$ cat config.mk
export PLATFORM = sky130hd
export DESIGN_NAME = fclk_align_flat
export DESIGN_NICKNAME = d
export VERILOG_FILES = /design/src/rtl/serdes_pkg.sv /design/src/rtl/fclk_align_if.sv /design/src/rtl/sat_counter.sv /design/src/rtl/fclk_align.sv /design/src/flat_wrapper.sv
export SDC_FILE = /design/constraint.sdc
export NUM_CORES = 1
export LEC_CHECK = 0
export BUFFER_PORTS_ARGS = -buffer_cell sky130_fd_sc_hd__buf_4
export CAP_MARGIN = 40
export CORE_AREA = 10 10 96 98
export CTS_BUF_LIST = sky130_fd_sc_hd__clkbuf_4 sky130_fd_sc_hd__clkbuf_8
export CTS_CLUSTER_SIZE = 10
export DETAILED_ROUTE_END_ITERATION = 8
export DIE_AREA = 0 0 106 108
export HOLD_SLACK_MARGIN = 0.12
export PLACE_DENSITY_LB_ADDON = 0.1
export SLEW_MARGIN = 20
export SYNTH_ARGS = -nofsm -noshare
export SYNTH_HDL_FRONTEND = slang
export SYNTH_HIERARCHICAL = 1
export SYNTH_SLANG_ARGS = --single-unit
$ cat constraint.sdc
create_clock -name divclk -period 2.7 [get_ports divclk]
set_clock_uncertainty 0.15 [all_clocks]
set_input_delay 0 -clock divclk [delete_from_list [all_inputs] [get_ports divclk]]
set_output_delay 0 -clock divclk [all_outputs]
set_load 0.01 [all_outputs]
$ cat src/rtl/serdes_pkg.sv
// Shared definitions for the ADC deserialiser path: the alignment FSM state
// encoding and the default frame-clock pattern for each deserialisation ratio.
package serdes_pkg;

    typedef enum logic [2:0] {
        ST_SETTLE,
        ST_CHECK,
        ST_SLIP,
        ST_CONFIRM,
        ST_LOCKED,
        ST_FAIL
    } align_state_t;

    // The frame clock is high for the upper half of the word, e.g. 8'hF0 at 1:8.
    function automatic logic [7:0] default_frame_pattern(input int width);
        logic [7:0] pattern;
        pattern = '0;
        for (int i = 0; i < 8; i++) begin
            if ((i >= width / 2) && (i < width)) begin
                pattern[i] = 1'b1;
            end
        end
        return pattern;
    endfunction

endpackage

$ cat src/rtl/fclk_align_if.sv
// Frame-alignment bundle between the deserialised frame lane and the
// alignment controller; slave is the controller side.
interface fclk_align_if #(
    parameter int DESER_WIDTH = 8
);

    logic [DESER_WIDTH-1:0]         fclk_deser;
    logic                           realign;
    logic                           bitslip;
    logic                           locked;
    logic                           align_fail;
    logic [$clog2(DESER_WIDTH)-1:0] slip_count;
    logic [15:0]                    err_count;

    modport master (
        output fclk_deser,
        output realign,
        input  bitslip,
        input  locked,
        input  align_fail,
        input  slip_count,
        input  err_count
    );

    modport slave (
        input  fclk_deser,
        input  realign,
        output bitslip,
        output locked,
        output align_fail,
        output slip_count,
        output err_count
    );

endinterface

$ cat src/rtl/sat_counter.sv
// Up-counter with synchronous clear that sticks at all-ones instead of wrapping.
module sat_counter #(
    parameter int WIDTH = 16
) (
    input  logic             clk,
    input  logic             rst,
    input  logic             clear,
    input  logic             inc,
    output logic [WIDTH-1:0] count
);

    always_ff @(posedge clk or posedge rst) begin
        if (rst) begin
            count <= '0;
        end else if (clear) begin
            count <= '0;
        end else if (inc && (count != '1)) begin
            count <= count + 1'b1;
        end
    end

endmodule

$ cat src/rtl/fclk_align.sv
// Frame-clock alignment controller: slips all ISERDES2 lanes together until the
// frame word matches, holds lock while monitoring, and re-aligns on loss of lock.
module fclk_align
    import serdes_pkg::*;
#(
    parameter int                     DESER_WIDTH   = 8,
    parameter logic [DESER_WIDTH-1:0] FRAME_PATTERN = DESER_WIDTH'(default_frame_pattern(DESER_WIDTH)),
    parameter int                     SETTLE_CYCLES = 4,
    parameter int                     LOCK_COUNT    = 16,
    parameter int                     LOSS_COUNT    = 4
) (
    input  logic         divclk,
    input  logic         rst,
    fclk_align_if.slave  bus
);

    localparam int SW  = $clog2(DESER_WIDTH);
    localparam int STW = $clog2(SETTLE_CYCLES + 1);
    localparam int MW  = $clog2(LOCK_COUNT + 1);
    localparam int LW  = $clog2(LOSS_COUNT + 1);

    localparam logic [SW-1:0]  SLIP_MAX    = SW'(DESER_WIDTH - 1);
    localparam logic [STW-1:0] SETTLE_LAST = STW'(SETTLE_CYCLES - 1);
    localparam logic [MW-1:0]  LOCK_LAST   = MW'(LOCK_COUNT - 1);
    localparam logic [LW-1:0]  LOSS_LAST   = LW'(LOSS_COUNT - 1);

    align_state_t   state, next_state;
    logic [STW-1:0] settle_cnt, settle_nxt;
    logic [MW-1:0]  match_cnt, match_nxt;
    logic [LW-1:0]  miss_cnt, miss_nxt;
    logic [SW-1:0]  slip_cnt, slip_nxt;
    logic           bitslip_q, locked_q, align_fail_q;
    logic           frame_match;
    logic           err_inc;

    assign frame_match = (bus.fclk_deser == FRAME_PATTERN);
    assign err_inc     = (state == ST_LOCKED) && !frame_match;

    assign bus.bitslip    = bitslip_q;
    assign bus.locked     = locked_q;
    assign bus.align_fail = align_fail_q;
    assign bus.slip_count = slip_cnt;

    // Outputs are decoded from the next state so they line up with the state register.
    always_ff @(posedge divclk or posedge rst) begin
        if (rst) begin
            state        <= ST_SETTLE;
            settle_cnt   <= '0;
            match_cnt    <= '0;
            miss_cnt     <= '0;
            slip_cnt     <= '0;
            bitslip_q    <= 1'b0;
            locked_q     <= 1'b0;
            align_fail_q <= 1'b0;
        end else begin
            state        <= next_state;
            settle_cnt   <= settle_nxt;
            match_cnt    <= match_nxt;
            miss_cnt     <= miss_nxt;
            slip_cnt     <= slip_nxt;
            bitslip_q    <= (next_state == ST_SLIP);
            locked_q     <= (next_state == ST_LOCKED);
            align_fail_q <= (next_state == ST_FAIL);
        end
    end

    always_comb begin
        next_state = state;
        settle_nxt = settle_cnt;
        match_nxt  = match_cnt;
        miss_nxt   = miss_cnt;
        slip_nxt   = slip_cnt;

        case (state)
            ST_SETTLE: begin
                if (settle_cnt == SETTLE_LAST) begin
                    next_state = ST_CHECK;
                    settle_nxt = '0;
                end else begin
                    settle_nxt = settle_cnt + 1'b1;
                end
            end
            ST_CHECK: begin
                if (frame_match) begin
                    if (LOCK_COUNT == 1) begin
                        next_state = ST_LOCKED;
                    end else begin
                        next_state = ST_CONFIRM;
                        match_nxt  = MW'(1);
                    end
                end else if (slip_cnt == SLIP_MAX) begin
                    next_state = ST_FAIL;
                end else begin
                    next_state = ST_SLIP;
                    slip_nxt   = slip_cnt + 1'b1;
                end
            end
            ST_SLIP: begin
                next_state = ST_SETTLE;
            end
            ST_CONFIRM: begin
                if (frame_match) begin
                    if (match_cnt == LOCK_LAST) begin
                        next_state = ST_LOCKED;
                        match_nxt  = '0;
                    end else begin
                        match_nxt = match_cnt + 1'b1;
                    end
                end else begin
                    match_nxt = '0;
                    if (slip_cnt == SLIP_MAX) begin
                        next_state = ST_FAIL;
                    end else begin
                        next_state = ST_SLIP;
                        slip_nxt   = slip_cnt + 1'b1;
                    end
                end
            end
            ST_LOCKED: begin
                if (frame_match) begin
                    miss_nxt = '0;
                end else if (miss_cnt == LOSS_LAST) begin
                    next_state = ST_SETTLE;
                    miss_nxt   = '0;
                    slip_nxt   = '0;
                end else begin
                    miss_nxt = miss_cnt + 1'b1;
                end
            end
            ST_FAIL: begin
                next_state = ST_FAIL;
            end
            default: begin
                next_state = ST_SETTLE;
            end
        endcase

        // A realign request overrides everything, including a pending slip.
        if (bus.realign) begin
            next_state = ST_SETTLE;
            settle_nxt = '0;
            match_nxt  = '0;
            miss_nxt   = '0;
            slip_nxt   = '0;
        end
    end

    sat_counter #(
        .WIDTH (16)
    ) u_err_count (
        .clk   (divclk),
        .rst   (rst),
        .clear (bus.realign),
        .inc   (err_inc),
        .count (bus.err_count)
    );

endmodule

$ cat src/flat_wrapper.sv
// flat-port wrapper written by rule: the top's interface ports become plain ports
module fclk_align_flat import serdes_pkg::*;
#(
    parameter int                     DESER_WIDTH   = 8,
    parameter logic [DESER_WIDTH-1:0] FRAME_PATTERN = DESER_WIDTH'(default_frame_pattern(DESER_WIDTH)),
    parameter int                     SETTLE_CYCLES = 4,
    parameter int                     LOCK_COUNT    = 16,
    parameter int                     LOSS_COUNT    = 4
)
  (divclk, rst, bus_fclk_deser, bus_realign, bus_bitslip, bus_locked, bus_align_fail, bus_slip_count, bus_err_count);
  fclk_align_if #(.DESER_WIDTH(DESER_WIDTH)) bus_i ();
  input  logic divclk;
  input  logic rst;
  input wire logic [$bits(bus_i.fclk_deser)-1:0] bus_fclk_deser;
  input wire logic [$bits(bus_i.realign)-1:0] bus_realign;
  output wire logic [$bits(bus_i.bitslip)-1:0] bus_bitslip;
  output wire logic [$bits(bus_i.locked)-1:0] bus_locked;
  output wire logic [$bits(bus_i.align_fail)-1:0] bus_align_fail;
  output wire logic [$bits(bus_i.slip_count)-1:0] bus_slip_count;
  output wire logic [$bits(bus_i.err_count)-1:0] bus_err_count;
  assign bus_i.fclk_deser = bus_fclk_deser;
  assign bus_i.realign = bus_realign;
  assign bus_bitslip = bus_i.bitslip;
  assign bus_locked = bus_i.locked;
  assign bus_align_fail = bus_i.align_fail;
  assign bus_slip_count = bus_i.slip_count;
  assign bus_err_count = bus_i.err_count;
  fclk_align #(.DESER_WIDTH(DESER_WIDTH), .FRAME_PATTERN(FRAME_PATTERN), .SETTLE_CYCLES(SETTLE_CYCLES), .LOCK_COUNT(LOCK_COUNT), .LOSS_COUNT(LOSS_COUNT)) u_core (.divclk(divclk), .rst(rst), .bus(bus_i));
endmodule
=== Word-level counts from Yosys, hierarchy flattened ===
Cells that the tools add are included.

* Input bits: 11
* Bits in registers: 36
* Logic and storage cells: 73

* Multiplexer cells: 29
* Add/subtract/negate cells: 5
* Eq/ne operators: 18
* Reduce and logical (&&, ||, !) cells: 12

{| class="wikitable"
|+ Operator list
! operator !! number
|-
| 3-bit two-way mux || 20
|-
| 16-bit two-way mux || 2
|-
| 5-bit two-way mux || 4
|-
| 16-bit by 1-bit adder with 16-bit output (second input constant) || 1
|-
| 16-bit inequality test (second input constant) || 1
|-
| 3-bit equality test (second input constant) || 5
|-
| 3-bit one-hot mux with 5 select lines || 1
|-
| 3-bit by 2-bit equality test with 1-bit output (second input constant) || 4
|-
| 3-bit inequality test (second input constant) || 4
|-
| 5-bit one-hot mux with 2 select lines || 1
|-
| 3-bit by 1-bit adder with 3-bit output (second input constant) || 3
|-
| 8-bit equality test (second input constant) || 1
|-
| 3-bit one-hot mux with 2 select lines || 1
|-
| 2-bit nonzero test || 3
|-
| 3-bit nonzero test || 2
|-
| 5-bit by 1-bit adder with 5-bit output (second input constant) || 1
|-
| 5-bit by 4-bit equality test with 1-bit output (second input constant) || 1
|-
| 5-bit AND reduction || 1
|-
| 3-bit by 1-bit equality test with 1-bit output (second input constant) || 1
|-
| 3-bit logical NOT || 1
|-
| 3-bit by 2-bit inequality test with 1-bit output (second input constant) || 1
|-
| 1-bit logical AND || 2
|-
| 2-bit AND reduction || 1
|-
| 2-bit OR reduction || 1
|-
| 1-bit logical NOT || 1
|}

=== Longest topological paths before layout ===
Gate-level depths: netlist of run 1.

* Depth after elaboration: 6
* Mapped depth: 8

=== Cells and area by module ===
The synthesis of run 1 kept the hierarchy.

{| class="wikitable"
|+ By module, submodules not included
! module !! times used !! area each (um^2) !! sequential area each (um^2) !! cells each
|-
| fclk_align || 1 || 1207.4 || 500.5 || 114
|-
| sat_counter || 1 || 932.1 || 400.4 || 101
|}

=== Least setup slack after synthesis of run 1 ===
No wires, ideal clock.

* Kind: register -> register
* Start: register u_core.state[1]
* End: register u_core.u_err_count.count[13]
* Period minus slack after synthesis: 2.514 ns
* Path buffers: 2
* Data required time: 2.472 ns
* Setup slack: 0.186 ns
* Cell stages (with the launch flop): 9
* Arrival: 2.286 ns
* Library setup time: 0.078 ns
* Path through: dfrtp_1 > buf_6 > or3b_4 > nor2_1 > clkbuf_2 > nand3_1 > or4_4 > or4_1 > a21oi_1

* Cells in the longest elaborated chain, start to end: 4

{| class="wikitable"
|+ Ends and longest elaborated chain
! item !! RTL line !! RTL
|-
| start, declared || fclk_align.sv:27 || <nowiki>align_state_t state, next_state;</nowiki>
|-
| start signal, assigned || fclk_align.sv:56 || <nowiki>state <= next_state;</nowiki>
|-
| 3-bit equality test || fclk_align.sv:37 || <nowiki>assign err_inc = (state == ST_LOCKED) && !frame_match;</nowiki>
|-
| 1-bit logical AND || fclk_align.sv:37 ||
|-
| net u_core.err_inc || fclk_align.sv:34 || <nowiki>logic err_inc;</nowiki>
|-
| 1-bit logical AND || sat_counter.sv:17 || <nowiki>end else if (inc && (count != '1)) begin</nowiki>
|-
| 2-bit nonzero test (no source line) || -- ||
|-
| end signal, assigned || sat_counter.sv:18 || <nowiki>count <= count + 1'b1;</nowiki>
|-
| end, declared || sat_counter.sv:9 || <nowiki>output logic [WIDTH-1:0] count</nowiki>
|}

The timed path passes the listed nets, and every way through them passes these cells.
A chain may end at the register's enable or synchronous reset.

=== Worst setup path in the final report of run 1 ===
Ends and elaborated chain as after synthesis.

==> results of run 1 <==
[logic make-up (layout without fill, tap and decap cells)]
group | Yosys count | in the layout | share of synthesized area [%]
XOR/XNOR | 1 | 1 | 0.4094
AND/OR/NAND/NOR | 92 | 92 | 28.42
flip-flops | 36 | 36 | 42.11
adder cells (fa/ha/maj) | 6 | 6 | 3.509
buffers and inverters | 16 | 58 | 4.269
multiplexers | 6 | 6 | 3.158
AO/OA/AOI/OAI | 58 | 58 | 18.13
[power breakdown]
part	total, mW	switching [mW]	internal, mW
logic	0.0930	0.0532	0.0398
clock network	0.400	0.197	0.204
registers	0.553	0.00546	0.547
[worst min-delay path by stage]
stage	startpoint	endpoint	depth (start not counted)
after global placement	rst	u_core/u_err_count/count[2]	2
after CTS	rst	u_core/bus.locked	3
after floorplan	rst	u_core/u_err_count/count[0]	1
after global routing	rst	u_core/bus.locked	3
final	rst	u_core/bus.align_fail	3
after detailed placement	rst	u_core/bus.locked	2
[through the flow]
step                area, µm²  setup WS, ns
floorplan                2140        0.1864
global placement         2487        0.4187
finish                   2635        0.3743
global route             2635        0.2286
detailed placement       2502        0.3719
CTS                      2635        0.3570
[placed cells by master, fill, tap and decap left out, types with 5 or more instances in the layout]
master / instances
nor3_1: 8
nand4_1: 7
o211ai_1: 5
o21ai_0: 11
o31ai_1: 5
ha_1: 6
or4_1: 6
dfrtp_1: 36
or3_1: 6
clkbuf_8: 6
nand2_1: 16
nor2_1: 8
nand3_1: 9
buf_4: 38
inv_1: 7
a21oi_1: 19
[critical path: stages (launching register included)]
cell and delay, ns:
dfrtp_1 0.38, or3b_4 0.43, nor2_1 0.15, nand3_1 0.12, or4_4 0.47, or4_1 0.41
a21oi_1 0.15
[registers in the layout, indices dropped and copies added (netlist names)]
name                      count
u_core/settle_cnt             3
u_core/bus.bitslip            1
u_core/u_err_count/count     16
u_core/match_cnt              5
u_core/bus.locked             1
u_core/bus.align_fail         1
u_core/miss_cnt               3
u_core/bus.slip_count         3
u_core/state                  3
[area by class of cell]
class                   count  area, µm²
well taps                 102      127.6
clock inverters             2      10.01
clock buffers               6      82.58
flip-flops and latches     36      900.9
fillers                   803       4812
inverters                   7      26.28
multi-input cells         163       1147
repair buffers             43      340.3
[metal layers]
metal / up-vias / share of wire (%) / track usage [%]
met5: - / 0 / 0
met4: 0 / 0.97 / 2.998
met3: 5 / 3.8 / 2.617
met2: 35 / 50 / 17.27
met1: 908 / 45 / 11.93
li1: 908 / - / -
[timing repair]
| action | 4_1_cts | 5_1_grt |
|---|---|---|
| hold endpoints to repair | 62 | 0 |
| hold buffers | 4 | 0 |
| setup endpoints to repair | 0 | 0 |
==> impl_results.md, run 1 <==
* Status: finished, final reports clean
* Flop2flop setup slack at approximately 0.37 ns
* Post-CTS Setup Inserts at 0
* CTS max path bufs at 2
* Fin cells at 359
* Wire per inst at 15.74 µm
* Critical path type: flop to flop
* DRC errors left at 0
* Syn-to-layout area delta at 23.16%
* Post-layout util at 35.38%
* Worst Hold Class: input pin to asynchronous set/reset pin
* Site Rows at 32
* Die width at 106 µm
* Nets at 273
* Area share of the largest cell type after synthesis at a little over two fifths
* Mapped cell area at 0.002140 mm²
* Area contributors post-synth: dfrtp_1 42%, a21oi_1 4.4%, ha_1 3.5%
* Leakage at 1.140 nW
* Final setup viols at 0
* CP startpoint: u_core/state[1]
* Max Cap Viol at 0
* Critical Path Sink: u_core/u_err_count/count[13]
* Worst EP arrival at roughly 2.4 ns
* Vias in the first global route at 1844
* Starting Density at 28.73%
* Ports at 33
* Max H-tree Level at 2
* IO Port Bufs at 32
* Worst R2R Start: u_core/state[1]
* Post-synth ARST share at 100.0%
* Syn_nets at 232
* First-pass iteration count of the detailed router at 4
* Hold Vio Cnt, Final at 0
* Largest net degree at the start of global routing at 32
* Post_cts resized at 0
* Syn. warnings at 6
* Synth area leader: dfrtp_1
* Via total after detailed routing at 1856
* Slew Limit Fails at 0
* Ys flop type: dfrtp_1
* Final WL at 5650 µm
* RR Endpoint: u_core/u_err_count/count[13]
* Count of different cell masters after synthesis at 58
* Synth cell count leaders: 36 x dfrtp_1, 19 x a21oi_1, 16 x nand2_1
* CP Max Fanout at 6
* Setup crit end kind: flop
* N_diodes at 0
* Sequential cell area fraction in the yosys report at 42.11%
* Critical Path RT at 2.76 ns
* Total power at 1.046 mW
* R2R depth at 6
* Clk_lat worst skew at 0.29 ns
* Vias/cell at between 5 and 6
* Part of the cycle the worst path needs at 86.14%
* Total track usage at 9.986%
* Placer Congestion at 0.7631
* Clock Pin Slew Worst Setup and Hold Paths at 0.07 ns
* Core region area at 0.007447 mm²
* Slew HR at a little under three fifths
* Num CTS Buffers at 5
* Slew of the pin with the lowest slew margin at 0.6573 ns
* Inst Count DP at 347
* Power Dens Cells at 397.0 mW/mm²
* Crit path time final at 2.326 ns
* DRT iter0 DRCs at 56
* Gr ovfl total at 0
* Clk sinks at 36
* Peak supply drop at 0.1962 mV
* Global-route wire length before repair at 9335 µm
* Unrepaired setup endpoints after global routing: no
* Yosys reg bits at 36
* FMAX at 430.0 MHz
* Syn avg cell area at 9.951 µm²
* Die height at 108 µm
* Share of cells above drive strength 1 at between 20 and 30%
* TritonCTS clock tree: built
* Antenna-violating nets left at 0
* Initial antenna violation count at 0
* Post-Synthesis Cells at 215
* Top-count cell post-synth: dfrtp_1
* Fin Setup TNS at 0 ns
* Die Area at between 0.01 and 0.015 mm²
* Root Buffer: clkbuf_8
* Post-synth EDFFs at 0
* Post-DP HPWL at 4138 µm
* Crit path launch type: flop
* Min Hold Slack at 0.1296 ns
Power figures use the tool's default switching activity.
==> run 2, diff against run 1 <==
CORE_AREA = 10 10 80 82   (was 10 10 96 98)
DIE_AREA = 0 0 90 92   (was 0 0 106 108)
clock period = 2.5 ns   (was 2.7 ns; I/O delays follow)
==> run 2 against run 1 <==
Net effect:
- clock-buffer cell count unchanged
- largest cell class unchanged
- first-iteration DRC count up 95%
- critical endpoint unchanged
- critical path depth unchanged
- hold slack worse by 0.0023 ns
- register-to-register slack worse by 0.27 ns
- combinational power up 3.4%
- fmax down 2.9%
- design area down 2.3%
- via count down 1.5%
- total power up 5.1%
- cell count down 9.5%
==> impl_results.md, run 2 (synthesized netlist as in run 1, its figures left out) <==
* Status: finished, final reports clean
* DRT iter0 DRCs at 109 (+95%)
* Worst Hold Class: input pin to flop
* Initial antenna violation count at 0 (unchanged)
* Hold Vio Cnt, Final at 0 (unchanged)
* Worst EP arrival at 2.46 ns (+0.07 ns)
* Core region area at 0.004912 mm² (-34%)
* Die Area at 0.008280 mm² (-28%)
* Max Cap Viol at 0 (unchanged)
* Gr ovfl total at 0 (unchanged)
* Largest net degree at the start of global routing at 32 (unchanged)
* Inst Count DP at 314 (-9.5%)
* Fin Setup TNS at 0 ns (unchanged)
* # fillers at 480 (-40%)
* Placer Congestion at 0.8450 (+11%)
* Max FFs per register at 16 (unchanged)
* Power Dens Cells at 427.2 mW/mm² (+7.6%)
* Max H-tree Level at 2 (unchanged)
* Vias/cell at 5.625 (+8.8%)
* Post-CTS Setup Inserts at 0 (unchanged)
* Final WL at 5118 µm (-9.4%)
* Peak supply drop at 0.2056 mV (+4.8%)
* Leakage at 1.126 nW (-1.2%)
* Antenna-violating nets left at 0 (unchanged)
* Site Rows at 26 (-19%)
* Post-DP HPWL at 3738 µm (-9.7%)
* Clk sinks at 36 (unchanged)
* Leading cell types in the layout, fill and taps excluded: 38 x buf_4, 36 x dfrtp_1, 19 x a21oi_1
* Most common cell after layout, fill and taps aside: buf_4
* Setup crit end kind: flop
* CTS hold repair buffers at 4 (unchanged)
* Slew Limit Fails at 0 (unchanged)
* Post_cts resized at 0 (unchanged)
* Ports at 33 (unchanged)
* Fin cells at 325 (-9.5%)
* Top flop regs: u_core/u_err_count/count (16), u_core/match_cnt (5)
* Syn-to-layout area delta at 20.29%
* Critical path type: flop to flop
* N_diodes at 0 (unchanged)
* CP Max Fanout at 6 (unchanged)
* Vias in the first global route at 1955 (+6.0%)
* Crit path time final at 2.395 ns (+0.06884 ns)
* FMAX at 417.6 MHz (-2.9%)
* Nets at 272 (-0.37%)
* First-pass iteration count of the detailed router at 4 (unchanged)
* CTS max path bufs at 2 (unchanged)
* Root Buffer: clkbuf_8
* Final setup viols at 0 (unchanged)
* Clock Pin Slew Worst Setup and Hold Paths at 0.08 ns (about the same)
* Critical Path RT at 2.57 ns (-0.19 ns)
* Total track usage at 13.00% (+3.0 points)
* Part of the cycle the worst path needs at 95.78% (+9.6 points)
* Clk_lat worst skew at 0.29 ns (about the same)
* Hold Crit Start: bus_fclk_deser[6]
* Unrepaired setup endpoints after global routing: no
* Worst R2R Start: u_core/state[1]
* TritonCTS clock tree: built
* Most flop-heavy register: u_core/u_err_count/count
* Share of cells above drive strength 1 at 25.49% (-0.19 points)
* Crit path launch type: flop
* Starting Density at 43.56% (+15 points)
* Critical-path cell list: or3b_4 -> nor2_1 -> nand3_2 -> or4_4 -> or4_1 -> a21oi_1
* Wire per inst at 15.75 µm (about the same)
* IO Port Bufs at 32 (unchanged)
* Slew HR at 50.10% (-6.0 points)
* Slew of the pin with the lowest slew margin at 0.7477 ns (+0.09044 ns)
* Die width at 90 µm (-15%)
* CP startpoint: u_core/state[1]
* CP max stage cell: or4_4
* Die height at 92 µm (-15%)
* Via total after detailed routing at 1828 (-1.5%)
* DRC errors left at 0 (unchanged)
* Global-route wire length before repair at 9335 µm (unchanged)
* Num CTS Buffers at 5 (unchanged)
* Max incr delay on CP at 0.48 ns (about the same)
-- run 2: cell types whose count changed in the layout (fill, tap and decap cells not counted), sizes merged --
cell,delta
buf,-1
clkinv,-1
-- run 2: per-layer routing --
metal  GRT usage, %  routed length (µm)  vias to the layer above
met5              0                   0                        -
met4          3.714                  25                        0
met1          14.76                2212                      892
met2          24.03                2745                       25
met3          2.689                 135                        3
li1               -                   -                      908
-- run 2: worst paths after layout --
check / end / slack (ns) / cells after the start
min in group asynchronous: u_core/u_err_count/count[9] / 0.23 / 3
worst max-delay path: u_core/u_err_count/count[13] / 0.11 / 6
max in group asynchronous: u_core/match_cnt[0] / 1.45 / 3
worst min-delay path: u_core/match_cnt[0] / 0.13 / 5
worst min register to register: u_core/miss_cnt[2] / 0.35 / 1
worst max register to register: u_core/u_err_count/count[13] / 0.11 / 6
-- run 2: final cells by class --
class	count	area, µm²	area share (%)
clock buffer	6	76.32	2.965
clock inverter	1	5.005	0.1945
multi-input combinational	163	1152	44.77
sequential	36	900.9	35.00
inverter	7	26.28	1.021
tap	70	87.58	3.403
timing repair buffer	42	325.3	12.64
-- run 2: worst max-delay path: cells and delay by family, from the launching register on --
kind	cells	cell delay, ns
flip-flops	1	0.38
AO/OA/AOI/OAI	1	0.15
AND/OR/NAND/NOR	5	1.65
-- run 2: power by group --
| part | internal [mW] | switching [mW] |
|---|---|---|
| registers | 0.591 | 0.00572 |
| logic | 0.0409 | 0.0553 |
| clock network | 0.201 | 0.206 |
-- run 2: through the flow --
step / cell area (µm²) / setup WS (ns) / power (mW) / util (%) / hold slack [ns]
detailed placement: 2452 / 0.1186 / 0.7029 / 49.92 / 0.01073
global route: 2574 / 0.01676 / 1.146 / 52.39 / 0.1832
floorplan: 2145 / 0.02446 / 0.6720 / - / -0.2363
finish: 2574 / 0.1055 / 1.100 / 52.39 / 0.1273
CTS: 2574 / 0.1079 / 1.113 / 52.39 / 0.1230
global placement: 2452 / 0.1659 / 0.7021 / 49.92 / -0.001529
